**config.mk**
```make
export PLATFORM = sky130hd
export DESIGN_NAME = dsp_add_acc
export DESIGN_NICKNAME = d
export VERILOG_FILES = /design/src/rtl/dsp_add_acc_pkg.sv /design/src/rtl/dsp_add_acc_cnt.sv /design/src/rtl/dsp_add_acc.sv
export SDC_FILE = /design/constraint.sdc
export NUM_CORES = 1
export LEC_CHECK = 0
export ABC_AREA = 1
export CAP_MARGIN = 40
export CORE_MARGIN = 1.5
export CORE_UTILIZATION = 44
export CTS_CLUSTER_DIAMETER = 40
export CTS_CLUSTER_SIZE = 14
export DETAILED_ROUTE_END_ITERATION = 16
export PLACE_DENSITY = 0.7
export SLEW_MARGIN = 20
export SYNTH_ARGS = -nofsm -noshare
export SYNTH_HDL_FRONTEND = slang
export SYNTH_SLANG_ARGS = --single-unit
```
**constraint.sdc**
```tcl
create_clock -name clock -period 2.4 [get_ports clock]
set_clock_uncertainty 0.15 [all_clocks]
set_input_delay 0.24 -clock clock [delete_from_list [all_inputs] [get_ports clock]]
set_output_delay 0.24 -clock clock [all_outputs]
set_load 0.02 [all_outputs]
```
**src/rtl/dsp_add_acc_pkg.sv**
```systemverilog
`default_nettype none
// ============================================================================
//  Module      : dsp_add_acc_pkg
//  Description : Shared types and helpers for the dsp_add_acc streaming
//                accumulator (FSM state encoding, effective-length helper).
//  Revision    : 1.0 - initial release
// ============================================================================
package dsp_add_acc_pkg;

    // Group controller states, explicitly encoded in two bits.
    typedef enum logic [1:0] {
        IDLE = 2'd0,
        ACC  = 2'd1,
        DONE = 2'd2
    } state_t;

    // Width of the helper's argument. Beat-count fields up to this width are
    // supported by eff_len.
    localparam int c_LEN_BITS = 32;

    // A requested length of zero behaves exactly like a length of one.
    function automatic logic [c_LEN_BITS-1:0] eff_len(input logic [c_LEN_BITS-1:0] len);
        return (len == '0) ? {{(c_LEN_BITS-1){1'b0}}, 1'b1} : len;
    endfunction

endpackage : dsp_add_acc_pkg
`default_nettype wire

```
**src/rtl/dsp_add_acc_cnt.sv**
```systemverilog
`default_nettype none
// ============================================================================
//  Module      : dsp_add_acc_cnt
//  Description : Beat counter for dsp_add_acc. Latches the effective group
//                length on the first beat, counts accepted beats and flags
//                the beat that completes the group.
//  Revision    : 1.0 - initial release
//
//  Ports:
//    clock        in   clock, all updates on posedge
//    reset        in   asynchronous active-high reset
//    i_load       in   first beat of a group accepted (cnt<=1, len_q<=eff len)
//    i_incr       in   further beat of a group accepted (cnt<=cnt+1)
//    i_len        in   requested group length, only used with i_load
//    o_cnt        out  beats accepted so far in this group
//    o_last_load  out  group completes on the loading beat (eff len == 1)
//    o_last_incr  out  group completes on the incrementing beat
// ============================================================================
module dsp_add_acc_cnt
    import dsp_add_acc_pkg::*;
#(
    parameter int COUNT_WIDTH = 8   // must not exceed c_LEN_BITS
) (
    input  logic                   clock,
    input  logic                   reset,
    input  logic                   i_load,
    input  logic                   i_incr,
    input  logic [COUNT_WIDTH-1:0] i_len,
    output logic [COUNT_WIDTH-1:0] o_cnt,
    output logic                   o_last_load,
    output logic                   o_last_incr
);

    logic [COUNT_WIDTH-1:0] r_cnt;
    logic [COUNT_WIDTH-1:0] r_len_q;
    logic [COUNT_WIDTH-1:0] w_eff;
    logic [COUNT_WIDTH:0]   w_cnt_next;

    assign w_eff = COUNT_WIDTH'(eff_len(c_LEN_BITS'(i_len)));

    // One extra bit so the terminal compare stays exact at the all-ones
    // length; cnt itself never passes len_q, so it never wraps.
    assign w_cnt_next = {1'b0, r_cnt} + {{COUNT_WIDTH{1'b0}}, 1'b1};

    assign o_last_load = (w_eff == {{(COUNT_WIDTH-1){1'b0}}, 1'b1});
    assign o_last_incr = (w_cnt_next == {1'b0, r_len_q});
    assign o_cnt       = r_cnt;

    always_ff @(posedge clock or posedge reset) begin
        if (reset) begin
            r_cnt   <= '0;
            r_len_q <= '0;
        end else if (i_load) begin
            r_cnt   <= {{(COUNT_WIDTH-1){1'b0}}, 1'b1};
            r_len_q <= w_eff;
        end else if (i_incr) begin
            r_cnt   <= w_cnt_next[COUNT_WIDTH-1:0];
        end
    end

endmodule : dsp_add_acc_cnt
`default_nettype wire

```
**src/rtl/dsp_add_acc.sv**
```systemverilog
`default_nettype none
// ============================================================================
//  Module      : dsp_add_acc
//  Description : Streaming accumulator for the dsp_add sum stream. Sums a
//                programmable number of beats modulo 2^WIDTH and presents
//                the result on a valid/ready port with a sticky unsigned
//                carry-out flag.
//  Revision    : 1.0 - initial release
//
//  Ports:
//    clock      in   clock, all updates on posedge
//    reset      in   asynchronous active-high reset
//    in_valid   in   input beat valid
//    in_ready   out  block can accept a beat (low only while a result waits)
//    in_data    in   beat value
//    len        in   beats in this group, sampled on the group's first beat
//    out_valid  out  result valid
//    out_ready  in   downstream accepts result
//    out_data   out  accumulated sum mod 2^WIDTH
//    out_ovf    out  at least one carry-out occurred in this group
//    out_count  out  number of beats summed
// ============================================================================
module dsp_add_acc
    import dsp_add_acc_pkg::*;
#(
    parameter int WIDTH       = 8,  // 1..48
    parameter int COUNT_WIDTH = 8
) (
    input  logic                   clock,
    input  logic                   reset,
    input  logic                   in_valid,
    output logic                   in_ready,
    input  logic [WIDTH-1:0]       in_data,
    input  logic [COUNT_WIDTH-1:0] len,
    output logic                   out_valid,
    input  logic                   out_ready,
    output logic [WIDTH-1:0]       out_data,
    output logic                   out_ovf,
    output logic [COUNT_WIDTH-1:0] out_count
);

    state_t                 r_state;
    state_t                 w_state_next;
    logic [WIDTH-1:0]       r_acc;
    logic                   r_ovf;
    logic [WIDTH:0]         w_sum;
    logic                   w_in_fire;
    logic                   w_out_fire;
    logic                   w_load;
    logic                   w_incr;
    logic [COUNT_WIDTH-1:0] w_cnt;
    logic                   w_last_load;
    logic                   w_last_incr;

    assign w_in_fire  = in_valid & in_ready;
    assign w_out_fire = out_valid & out_ready;
    assign w_load     = (r_state == IDLE) & w_in_fire;
    assign w_incr     = (r_state == ACC) & w_in_fire;

    dsp_add_acc_cnt #(
        .COUNT_WIDTH (COUNT_WIDTH)
    ) u_cnt (
        .clock       (clock),
        .reset       (reset),
        .i_load      (w_load),
        .i_incr      (w_incr),
        .i_len       (len),
        .o_cnt       (w_cnt),
        .o_last_load (w_last_load),
        .o_last_incr (w_last_incr)
    );

    // Adder: the extra top bit is the carry-out of this beat.
    assign w_sum = {1'b0, r_acc} + {1'b0, in_data};

    always_ff @(posedge clock or posedge reset) begin
        if (reset) begin
            r_acc <= '0;
            r_ovf <= 1'b0;
        end else if (w_load) begin
            r_acc <= in_data;
            r_ovf <= 1'b0;
        end else if (w_incr) begin
            r_acc <= w_sum[WIDTH-1:0];
            r_ovf <= r_ovf | w_sum[WIDTH];
        end
    end

    // State register
    always_ff @(posedge clock or posedge reset) begin
        if (reset) begin
            r_state <= IDLE;
        end else begin
            r_state <= w_state_next;
        end
    end

    // Next-state logic
    always_comb begin
        w_state_next = r_state;
        case (r_state)
            IDLE: begin
                if (w_in_fire) begin
                    w_state_next = w_last_load ? DONE : ACC;
                end
            end
            ACC: begin
                if (w_in_fire && w_last_incr) begin
                    w_state_next = DONE;
                end
            end
            DONE: begin
                if (w_out_fire) begin
                    w_state_next = IDLE;
                end
            end
            default: w_state_next = IDLE;
        endcase
    end

    // Output logic: the result port is zero except while a result is held,
    // and the input is only stalled while that result waits.
    always_comb begin
        in_ready  = 1'b1;
        out_valid = 1'b0;
        out_data  = '0;
        out_ovf   = 1'b0;
        out_count = '0;
        if (r_state == DONE) begin
            in_ready  = 1'b0;
            out_valid = 1'b1;
            out_data  = r_acc;
            out_ovf   = r_ovf;
            out_count = w_cnt;
        end
    end

endmodule : dsp_add_acc
`default_nettype wire

```
# Word-level counts from Yosys, hierarchy flattened
# Index checks and enable logic that the tools add are counted.
[classes]
n_addsub = 2
mul = 0
div_mod_pow = 0
magnitude_cmp = 0
eq_ne = 7
shift = 0
mux = 17
bitwise = 5
n_reduce_logical = 5
[op_table]
columns = ["op", "n"]
rows = [
  ["8-bit two-way mux", 7],
  ["8-bit by 1-bit adder with 9-bit output, second input constant", 1],
  ["8-bit by 8-bit adder with 9-bit output", 1],
  ["9-bit by 8-bit equality test with 1-bit output", 1],
  ["8-bit by 1-bit equality test with 1-bit output, second input constant", 1],
  ["8-bit zero test", 1],
  ["2-bit two-way mux", 4],
  ["2-bit one-hot mux with 3 select lines", 1],
  ["1-bit two-way mux", 5],
  ["1-bit bitwise AND", 4],
  ["2-bit != test, second input constant", 2],
  ["3-bit AND reduction", 1],
  ["2-bit by 1-bit equality test with 1-bit output, second input constant", 1],
  ["2-bit equality test, second input constant", 1],
  ["2-bit zero test", 1],
  ["2-bit by 1-bit != test with 1-bit output, second input constant", 1],
  ["2-bit nonzero test", 1],
  ["1-bit logical AND", 1],
  ["1-bit OR", 1],
]
[totals]
ff_bits = 27
latch_bits = 0
mem_bits_rw = 0
mem_bits_ro = 0
inputBits = 20
output_inout_bits = 19
elab_cells = 41
memories = 0

# Longest topological paths before layout
[depth]
ltp_word = 6
depth_mapped = 12
ltp_nobuf = 12

# Modules after synthesis
# A second synthesis with hierarchy kept.
[hier_totals]
cells_unflattened = 314
area_unflattened_um2 = 2021.9
[modules_own_cells]
columns = ["mod", "instances", "cells_each", "area_each_um2", "seq_area_each_um2"]
rows = [
  ["dsp_add_acc", 1, 176, 1066.0, 275.3],
  ["dsp_add_acc_cnt", 1, 138, 955.9, 400.4],
]

# Worst setup path after synthesis
# No wires, ideal clock.
[synth_timing]
kind = "register -> output"
start = "reg r_state[1]"
end = "out out_count[5]"
arrival_time_ps = 1436
t_required_ps = 2010
slack_ps = 574
path_stages_with_launch = 6
path_buffers = 1
cell_sequence = "dfrtp_1 > inv_2 > nor2_2 > inv_2 > buf_1 > nor2_1"
[synth_between]
elab_chain_len = 2
[synth_rtl]
columns = ["element", "line", "rtl"]
rows = [
  ["start, declared", "dsp_add_acc.sv:42", "state_t r_state;"],
  ["start signal, assigned", "dsp_add_acc.sv:94", "r_state <= w_state_next;"],
  ["2-bit equality test", "dsp_add_acc.sv:129", "if (r_state == DONE) begin"],
  ["8-bit two-way mux", "dsp_add_acc.sv:129", ""],
  ["end, declared", "dsp_add_acc.sv:39", "output logic [COUNT_WIDTH-1:0] out_count"],
]
# Every way passes these cells.

# Worst setup path after layout
[layout_timing]
start = "reg r_state[1]"
end = "out out_ovf"
[layout_between]
elab_chain_len = 2
[layout_rtl]
columns = ["element", "line", "rtl"]
rows = [
  ["2-bit equality test", "dsp_add_acc.sv:129", ""],
  ["1-bit two-way mux", "dsp_add_acc.sv:129", ""],
  ["end, declared", "dsp_add_acc.sv:38", "output logic out_ovf,"],
]
# Every way passes these cells.

==> flow_metrics.env <==
export IMPL_crit_type="flip-flop to output pin"
export IMPL_dieArea_um2=4758
export IMPL_wire_per_inst_um=12.48
export IMPL_drt_pass1_iter_count=4
export IMPL_holdBufCountCts=0
export IMPL_placementRows=23
export IMPL_cap_viol_max_count=0
export IMPL_netlist_cell_type_count=30
export IMPL_tritoncts="yes"
export IMPL_clock_latency_ns=0.28
export IMPL_ys_warnings_count=0
export IMPL_ys_seq_area_share_pct=35.27
export IMPL_syn2layout_area_growth_pct=24.89
export IMPL_cts_buffer_depth=2
export IMPL_mappedNetlistNets=305
export IMPL_diodes=0
export IMPL_synth_top_area_cell="dfrtp_1"
export IMPL_total_power_w=0.002593
export IMPL_switchingPower_w=0.001242
export IMPL_clock_sinks=27
export IMPL_start_kind="flip-flop"
export IMPL_cts_made_buffers=3
export IMPL_drive_gt1_share_pct=10.83
export IMPL_post_cts_buffers=0
export IMPL_wl_um=4543
export IMPL_synth_seq_cells=27
export IMPL_drcViolationCount=0
export IMPL_wl_met2_um=2010
export IMPL_power_density_nw_per_um2=1084
export IMPL_fillers=387
export IMPL_whs_ns=0.1648
export IMPL_rsz0062_at_grt="no"
export IMPL_critPathArrivalTime_ns=1.85
export IMPL_hpwl_um=3395
export IMPL_place_gp_congestion=0.8260
export IMPL_drv_slew=0
export IMPL_grt_total_usage_pct=20.87
export IMPL_clkTransAtPathRegs_ns=0.10
export IMPL_pwr_share_seq_pct=32.9
export IMPL_fmax_ghz=0.4470
export IMPL_nets=345
export IMPL_grt_pass1_wl_um=7245
export IMPL_die_w_um=68.98
export IMPL_syn_avg_cell_area_um2=6.966
export IMPL_initial_core_util_pct=46.88
export IMPL_synth_common_cells="nand2_1 (69), nor2_1 (33), inv_1 (32), dfrtp_1 (27), nand3_1 (16)"
export IMPL_endpoint_kind="output pin"
export IMPL_io_buffers=38
export IMPL_cts_root_buf="clkbuf_8"
export IMPL_status="finished, final reports clean"
export IMPL_grt_pass1_vias=1575
export IMPL_peakVddDrop_mv=0.6833
export IMPL_layout_min_cycle_time_ns=2.237
export IMPL_internal_power_w=0.001351
export IMPL_routed_via_density=5.000
export IMPL_async_flop_share_pct=100.0
export IMPL_setup_viol=0
export IMPL_ant_nets=0
export IMPL_leakage_nw=1.119
export IMPL_core_area_um2=4086
export IMPL_worst_slew_pin_slew_ns=0.3614
export IMPL_htreeDepth=1
export IMPL_die_y_um=68.98
export IMPL_met3_length_um=171
export IMPL_synth_enable_flop_cells=0
export IMPL_period_share_pct=93.21
export IMPL_power_share_clock_pct=10.4
export IMPL_ctsResizeCount=0
export IMPL_ios=39
export IMPL_max_slew_margin_pct=75.87
export IMPL_finalHoldViolCount=0
export IMPL_power_frac_comb_pct=56.7
export IMPL_worstHoldPathType="input pin to async pin"
export IMPL_synth_area_um2=1916
export IMPL_fin_tns_setup_ns=0
export IMPL_antenna_found_initial=0
export IMPL_top_layer_used="met4"
export IMPL_wl_met1_um=2314
export IMPL_switching_share_pct=47.90
export IMPL_netlist_instances=275
export IMPL_gr_total_overflow=0
export IMPL_cp_required_ns=2.01
export IMPL_drt_iter0_drc=68
export IMPL_synth_area_leaders="dfrtp_1 (35%), nand2_1 (14%), nor2_1 (6.5%), inv_1 (6.3%), ha_1 (5.9%)"
export IMPL_grt_max_degree=28
export IMPL_ys_flop_type="dfrtp_1"
export IMPL_yosysMostFrequentCell="nand2_1"
export IMPL_cp_max_fo=19
export IMPL_synth_top_cell_area_share_pct=35.27
export IMPL_vias=1820
-- worst max-delay path: stages, from the launching register on --
cell and delay [ns]:
dfrtp_1 0.44, inv_2 0.05, nor2_2 0.14, inv_2 0.18, nor2_1 0.13, clkdlybuf4s50_1 0.63
-- cells in the final DEF, fill, tap and decap left out, types with 2 or more instances in the layout --
master           synthesis  layout
nand4_1                  3       3
nand3_1                 16      16
inv_1                   32      32
clkdlybuf4s50_1          0      38
a21oi_1                 14      14
nand2_1                 69      69
nand3b_1                 3       3
nor2_2                   7       7
dfrtp_1                 27      27
a22oi_1                  4       4
buf_4                    1       2
nor2_1                  33      33
ha_1                     9       9
o21ai_0                 10      10
nand2_2                  6       6
nor2_4                   2       2
o22ai_1                  8       8
nand3_2                  2       2
clkbuf_8                 0       3
inv_2                   10      10
o21ai_1                  4       4
nor3_1                   3       3
-- logic make-up after synthesis --
group	Yosys count	synth area share, %
DFF	27	35.27
xor gates and xnor gates	1	0.4573
buffers and inverters	47	9.602
adders and majority gates	10	6.924
and+or+nand+nor	146	34.49
AOI/OAI and AO/OA	44	13.26
-- through the flow --
| step | cell area [um2] | std cells | utilization, % | setup slack [ns] |
|---|---|---|---|---|
| after floorplan | 1916 | 275 | - | 0.5739 |
| after global placement | 2347 | 360 | 57.44 | 0.1768 |
| after detailed placement | 2347 | 360 | 57.44 | 0.1351 |
| after CTS | 2392 | 364 | 58.54 | 0.1222 |
| after global routing | 2392 | 364 | 58.54 | 0.01411 |
| final | 2392 | 364 | 58.54 | 0.1630 |
-- sequential cells by signal, indices dropped and copies added, names as in the netlist --
name           flops
u_cnt.r_len_q      8
r_acc              8
r_ovf              1
r_state            2
u_cnt.o_cnt        8
-- final timing paths --
path | startpoint | end | slack (ns) | cells past startpoint
setup / recovery | r_state[1] | out_ovf | 0.16 | 5
hold / removal | reset | r_acc[6] | 0.16 | 3
setup reg to reg | u_cnt.o_cnt[0] | r_state[0] | 0.42 | 10
hold reg to reg | u_cnt.r_len_q[4] | u_cnt.r_len_q[4] | 0.37 | 2
max in group asynchronous | reset | u_cnt.o_cnt[2] | 1.67 | 3
min in group clock | u_cnt.r_len_q[4] | u_cnt.r_len_q[4] | 0.37 | 2
-- power groups by stage --
stage	sequential, W	combinational (W)	clock, W
after floorplan	0.000801	0.00114	0
after global placement	0.000858	0.00145	0
after detailed placement	0.000862	0.00147	0
after CTS	0.000853	0.00148	0.000278
after global routing	0.000883	0.00169	0.000285
final	0.000854	0.00147	0.000270
-- layer usage --
metal,track usage [%],vias up
met4,6.373,0
met3,2.760,4
li1,-,964
met1,31.21,819
met2,31.13,33
met5,0,-
-- layout make-up --
type,count,area [um2],area share (%)
multi-input cells,201,1056,44.14
flip-flops and latches,27,675.6,28.24
repair buffers,40,395.4,16.53
inverters,42,157.7,6.590
well taps,50,62.56,2.615
clock buffers,4,45.04,1.883
No activity file was read; power rests on OpenSTA's default activity.
